===== src/rtl/dmem_arbiter.sv =====
// Arbitrates the single-port data memory between the CPU MEM stage and a debug/loader port.
// Grants are combinational in the request cycle; read data returns exactly one cycle after a granted read.
// The CPU is stalled whenever DBG wins; dbg_lock may hold the CPU off for as long as it stays asserted.
module dmem_arbiter #(
  parameter int ADDR_W         = 10,
  parameter int MAX_CPU_STREAK = 4,
  parameter int CNT_W          = 16
) (
  input  logic              clk,
  input  logic              rst,
  input  logic              cpu_req,
  input  logic              cpu_we,
  input  logic [ADDR_W-1:0] cpu_addr,
  input  logic [31:0]       cpu_wdata,
  input  logic [3:0]        cpu_wstrb,
  output logic              cpu_stall,
  output logic [31:0]       cpu_rdata,
  output logic              cpu_rvalid,
  input  logic              dbg_req,
  input  logic              dbg_we,
  input  logic [ADDR_W-1:0] dbg_addr,
  input  logic [31:0]       dbg_wdata,
  input  logic [3:0]        dbg_wstrb,
  input  logic              dbg_lock,
  output logic              dbg_gnt,
  output logic [31:0]       dbg_rdata,
  output logic              dbg_rvalid,
  output logic              mem_en,
  output logic [3:0]        mem_we,
  output logic [ADDR_W-1:0] mem_addr,
  output logic [31:0]       mem_wdata,
  input  logic [31:0]       mem_rdata,
  output logic [CNT_W-1:0]  conflict_cnt
);

  localparam int SW = $clog2(MAX_CPU_STREAK + 1);

  typedef enum logic [1:0] {
    OWN_NONE = 2'd0,
    OWN_CPU  = 2'd1,
    OWN_DBG  = 2'd2
  } owner_t;

  logic [SW-1:0]    r_streak;
  owner_t           r_owner;
  logic [CNT_W-1:0] r_conflict;

  logic w_dbg_sel;
  logic w_cpu_gnt;
  logic w_both_req;

  // Grant decision: DBG wins on lock, on an idle CPU, or once the CPU has used up its contested streak.
  // Everything is gated by rst so requests are ignored while in reset.
  always_comb begin
    w_both_req = cpu_req & dbg_req;
    w_dbg_sel  = ~rst & dbg_req &
                 (dbg_lock | ~cpu_req | (r_streak == SW'(MAX_CPU_STREAK)));
    w_cpu_gnt  = ~rst & cpu_req & ~w_dbg_sel;
    dbg_gnt    = w_dbg_sel;
    cpu_stall  = ~rst & cpu_req & ~w_cpu_gnt;
  end

  // Memory port follows the winner; address and data are zeroed when nobody is granted.
  always_comb begin
    mem_en    = w_cpu_gnt | w_dbg_sel;
    mem_we    = 4'b0000;
    mem_addr  = '0;
    mem_wdata = '0;
    if (w_cpu_gnt) begin
      mem_we    = cpu_we ? cpu_wstrb : 4'b0000;
      mem_addr  = cpu_addr;
      mem_wdata = cpu_wdata;
    end else if (w_dbg_sel) begin
      mem_we    = dbg_we ? dbg_wstrb : 4'b0000;
      mem_addr  = dbg_addr;
      mem_wdata = dbg_wdata;
    end
  end

  // Contested CPU-win streak: grows while DBG is waiting, resets as soon as DBG wins or stops asking.
  always_ff @(posedge clk) begin
    if (rst) begin
      r_streak <= '0;
    end else if (w_dbg_sel || !dbg_req) begin
      r_streak <= '0;
    end else if (w_cpu_gnt && r_streak != SW'(MAX_CPU_STREAK)) begin
      r_streak <= r_streak + SW'(1);
    end
  end

  // Remember which port issued a read so the returning data is steered to it next cycle.
  always_ff @(posedge clk) begin
    if (rst) begin
      r_owner <= OWN_NONE;
    end else if (w_cpu_gnt && !cpu_we) begin
      r_owner <= OWN_CPU;
    end else if (w_dbg_sel && !dbg_we) begin
      r_owner <= OWN_DBG;
    end else begin
      r_owner <= OWN_NONE;
    end
  end

  // Read return steering; a read whose return cycle coincides with reset is dropped.
  always_comb begin
    cpu_rvalid = ~rst & (r_owner == OWN_CPU);
    dbg_rvalid = ~rst & (r_owner == OWN_DBG);
    cpu_rdata  = cpu_rvalid ? mem_rdata : 32'h0;
    dbg_rdata  = dbg_rvalid ? mem_rdata : 32'h0;
  end

  // Saturating count of cycles where both ports requested.
  always_ff @(posedge clk) begin
    if (rst) begin
      r_conflict <= '0;
    end else if (w_both_req && !(&r_conflict)) begin
      r_conflict <= r_conflict + CNT_W'(1);
    end
  end

  // Counter reads as zero for the whole reset window, including the first reset cycle.
  always_comb begin
    conflict_cnt = rst ? '0 : r_conflict;
  end

endmodule


===== config.mk =====
export PLATFORM = sky130hd
export DESIGN_NAME = dmem_arbiter
export DESIGN_NICKNAME = d
export VERILOG_FILES = /design/src/rtl/dmem_arbiter.sv
export SDC_FILE = /design/constraint.sdc
export NUM_CORES = 1
export LEC_CHECK = 0
export ABC_AREA = 0
export CAP_MARGIN = 25
export CELL_PAD_IN_SITES_DETAIL_PLACEMENT = 1
export CELL_PAD_IN_SITES_GLOBAL_PLACEMENT = 2
export CORE_MARGIN = 2
export CORE_UTILIZATION = 12
export DETAILED_ROUTE_END_ITERATION = 8
export PLACE_DENSITY_LB_ADDON = 0.1
export SYNTH_ARGS = -nofsm -noshare
export SYNTH_HDL_FRONTEND = slang
export SYNTH_SLANG_ARGS = --single-unit

===== constraint.sdc =====
create_clock -name clk -period 4.58 [get_ports clk]
set_input_delay 0.916 -clock clk [delete_from_list [all_inputs] [get_ports clk]]
set_output_delay 0.916 -clock clk [all_outputs]
set_load 0.05 [all_outputs]

* Word level (Yosys, flattened, before mapping)
Index checks and enable logic that the tools add are counted.
** Storage, ports and cells
- Register bits after elaboration :: 21
- Input bits :: 131
- Output and inout port bits :: 131
- Word-level logic and storage cells :: 50
** Cells by class
- $add $sub $neg :: 2
- Equality and inequality tests :: 4
- Muxes and demuxes :: 13
- Bitwise operators :: 15
- Reductions and logical operators :: 12
** Operators by type and width (count)
- 2-to-1 mux 32 bit :: 4
- 2-to-1 mux 10 bit :: 2
- adder 16 x 1 -> 16 bit, second input constant :: 1
- 2-to-1 mux 16 bit :: 1
- 2-to-1 mux 4 bit :: 4
- AND reduction 16 bit :: 1
- bitwise AND 1 bit :: 8
- logical AND 1 bit :: 4
- logical NOT 1 bit :: 4
- inverter 1 bit :: 4
- OR reduction 2 bit :: 2
- adder 3 x 1 -> 3 bit, second input constant :: 1
- equality test 3 bit, second input constant :: 1
- inequality test 3 bit, second input constant :: 1
- bitwise OR 1 bit :: 3
- equality test 2 x 1 -> 1 bit, second input constant :: 1
- equality test 2 bit, second input constant :: 1
- 2-to-1 mux 2 bit :: 1
- logical OR 1 bit :: 1
- 2-to-1 mux 1 bit :: 1

* Logic depth before layout (Yosys ltp)
- Depth in word-level cells :: 8
- Depth in mapped cells :: 7
- Mapped depth without buffers :: 6

* Worst setup path before layout
OpenSTA, ideal clock, no wires.
- Kind :: input-to-output
- Start :: input port rst
- End :: output port cpu_rdata[22]
- Arrival time :: 2.606 ns
- Required time :: 3.664 ns
- Path slack :: 1.058 ns
- Stages on the path :: 4
- Buffers on the path :: 2
- Cells stage by stage :: clkbuf_1 -> nor3b_1 -> clkbuf_1 -> and2_1
** Between the ends
- Cells in the longest elaborated chain, start to end :: 3
** Ends and longest elaborated chain
- start: declaration :: RTL line 10 : input logic rst,
- inverter 1 bit :: RTL line 106 : cpu_rvalid = ~rst & (r_owner == OWN_CPU);
- bitwise AND 1 bit :: RTL line 106
- via cpu_rvalid :: RTL line 18 : output logic cpu_rvalid,
- 2-to-1 mux 32 bit :: RTL line 108 : cpu_rdata = cpu_rvalid ? mem_rdata : 32'h0;
- end: declaration :: RTL line 17 : output logic [31:0] cpu_rdata,
The timed path passes the listed nets, and every way through them passes these cells.

* Final worst setup path
- Start :: input port rst
- End :: output port conflict_cnt[6]
** Between the ends
- Cells in the longest elaborated chain, start to end :: 1
** Ends and longest elaborated chain
- 2-to-1 mux 16 bit :: RTL line 123 : conflict_cnt = rst ? '0 : r_conflict;
- end: declaration :: RTL line 33 : output logic [CNT_W-1:0] conflict_cnt
Every way passes these cells.

==> flow_summary.json <==
{
  "status": "completed",
  "dieHeight_microns": 135,
  "cts_buffers": 3,
  "fillerInstances": 1856,
  "power_density_nw_per_um2": 139,
  "rsz0062_at_grt": "false",
  "reg2reg_from": "r_conflict[0]",
  "setup_viol": 0,
  "skew_ns": 0.00197,
  "hold_path_class": "reg2reg",
  "crit_type": "in2out",
  "async_reset_ff_frac": 0,
  "reg2reg_slack_ns": 2.68,
  "synth-seq-cells": 21,
  "area_growth_pct": 199,
  "ant_nets": 0,
  "cts_tree": "built",
  "grt_pass1_vias": 3388,
  "drv_cap": 0,
  "min_to": "r_streak[0]",
  "num_vias": 3064,
  "grt_max_degree": 48,
  "synthDistinctLibCells": 39,
  "wl_per_cell_microns": 18.1,
  "syn_area_sq_um": 2060,
  "ff2ff_path_depth": 5,
  "cpMaxStageDelayCell": "clkdlybuf4s50_1",
  "period_share": 0.816,
  "cp.arrival_ns": 2.82,
  "drc": 0,
  "seq_area_frac_synth": 0.204,
  "cts_resized": 0,
  "gp_congestion": 0.728,
  "max_freq_mhz": 268,
  "fin_ws_ns": 0.844,
  "min_from": "r_streak[0]",
  "dieArea_sq_um": 18200,
  "vdd_ir_drop_max_uv": 114,
  "cp_cell_sequence": "clkdlybuf4s50_1, buf_4, nor2b_1, clkdlybuf4s50_1",
  "clock_path_buffers": 2,
  "yosys_most_used_dff": "dfxtp_1",
  "hold_buffers": 0,
  "nets": 649,
  "path_buf_inv": 3,
  "die_x_microns": 135,
  "cp-start-kind": "input port",
  "pin_count": 262,
  "crit_path_frequent_cell": "clkdlybuf4s50_1",
  "hold_viol": 0,
  "multiInputGateArea_sq_um": 1570,
  "clk_latency_ns": 0.25,
  "antenna_found_initial": 1,
  "start_util": 0.123,
  "leakagePower_nw": 2.39,
  "path_clk_slew_ns": 0.06,
  "dr.pass1.iters": 6,
  "syn_nets": 397,
  "core_sq_um": 16700,
  "vias_per_cell": 4.17,
  "place.port_buffers": 261,
  "cp-end-kind": "output port",
  "slew_headroom": 0.595,
  "dpl.hpwl_microns": 11600,
  "tightest_slew_ns": 0.606,
  "r2r-end": "r_conflict[0]",
  "rows": 47,
  "syn_avg_cell_area_sq_um": 7.83,
  "clock_sink_count": 21,
  "first_iter_violations": 89,
  "max_stage_delay_ns": 0.84,
  "grt_pass1_wl_microns": 19300,
  "synth-edff-count": 0,
  "seqCellArea_sq_um": 420,
  "drive_gt1_frac": 0.276,
  "h-tree-depth": 1,
  "final_common_cell": "clkdlybuf4s50_1",
  "worstPathRequired_ns": 3.66,
  "yosysWarnings": 0,
  "post_cts_buffers": 0,
  "min_period_ns": 3.74,
  "setup_tns_ns": 0,
  "grt_overflow": 0,
  "crit_family": "buffers and inverters",
  "mostFrequentLayoutCells": "clkdlybuf4s50_1, buf_12, and2_1, a22o_1, dfxtp_1",
  "grt_use_total": 0.137,
  "synthCells": 263,
  "drt_wl_total_microns": 13300,
  "cp_max_fo": 34,
  "clock-root-buffer": "clkbuf_16",
  "place_ws_ns": 0.823,
  "slew_viol_final": 0,
  "min_path_cells": 1
}
-- worst max path at each step --
stage	from	to	slack, ns	depth (start not counted)
detailed placement	rst	mem_we[2]	0.82	6
global route	rst	mem_we[2]	0.72	6
floorplan	rst	cpu_rdata[22]	1.06	4
finish	rst	conflict_cnt[6]	0.84	4
global placement	rst	mem_wdata[29]	0.85	6
CTS	rst	mem_we[2]	0.81	6
-- flip-flops by register name, indices dropped and copies added (netlist names) --
name and cells:
r_streak 3, r_owner 2, r_conflict 16
-- kinds of logic (layout without fill, tap and decap cells) --
| logic type | count (synthesis) | count (layout) | synth area share |
|---|---|---|---|
| AND/OR/NAND/NOR | 139 | 139 | 0.419 |
| AO/OA/AOI/OAI | 69 | 69 | 0.271 |
| buffers and inverters | 23 | 274 | 0.0450 |
| flip-flops | 21 | 21 | 0.204 |
| multiplexers | 7 | 7 | 0.0383 |
| adder cells (fa/ha/maj) | 3 | 3 | 0.0182 |
| XOR/XNOR | 1 | 1 | 0.00426 |
| other | 0 | 1 | 0 |
-- area by class of cell --
type                    count  area share
repair buffers            266       0.616
multi-input cells         219       0.256
flip-flops and latches     21      0.0683
well taps                 220      0.0447
clock buffers               4      0.0128
inverters                   4     0.00244
diodes                      1    0.000406
-- cells in the mapped netlist, drive strengths merged (4+ instances only) --
library cell / instances / area share
and2: 67 / 0.20
a22o: 42 / 0.18
dfxtp: 21 / 0.20
nor2b: 18 / 0.055
clkbuf: 12 / 0.022
nor2: 12 / 0.022
a21oi: 8 / 0.021
nand2: 8 / 0.015
buf: 7 / 0.016
mux2: 7 / 0.038
nand3: 5 / 0.012
nand4: 5 / 0.024
nor3: 5 / 0.012
o21ai: 5 / 0.012
a32o: 4 / 0.019
inv: 4 / 0.0073
nor4: 4 / 0.022
-- metal layers --
layer	global-route usage	routed length, microns
met1	0.125	4130
met2	0.284	7610
met3	0.0526	1260
met4	0.0289	272
met5	0	0
-- metrics by stage --
| stage | area, sq um | hold slack [ns] | std cells | util | power [mW] |
|---|---|---|---|---|---|
| 2_1_floorplan | 2060 | 0.417 | 263 | - | 0.379 |
| 3_3_place_gp | 6080 | 0.431 | 730 | 0.364 | 0.679 |
| 3_5_place_dp | 6080 | 0.437 | 730 | 0.364 | 0.683 |
| 4_1_cts | 6160 | 0.450 | 734 | 0.369 | 0.873 |
| 5_1_grt | 6160 | 0.471 | 735 | 0.369 | 0.897 |
| 6_report | 6160 | 0.443 | 735 | 0.369 | 0.858 |
-- power breakdown --
| group | internal (mW) | leakage (nW) | switching [mW] |
|---|---|---|---|
| Combinational | 0.259 | 2.18 | 0.227 |
| Clock | 0.119 | 0.0382 | 0.0663 |
| Sequential | 0.185 | 0.170 | 0.00223 |
Note: power is estimated with default switching activity, not from simulation.
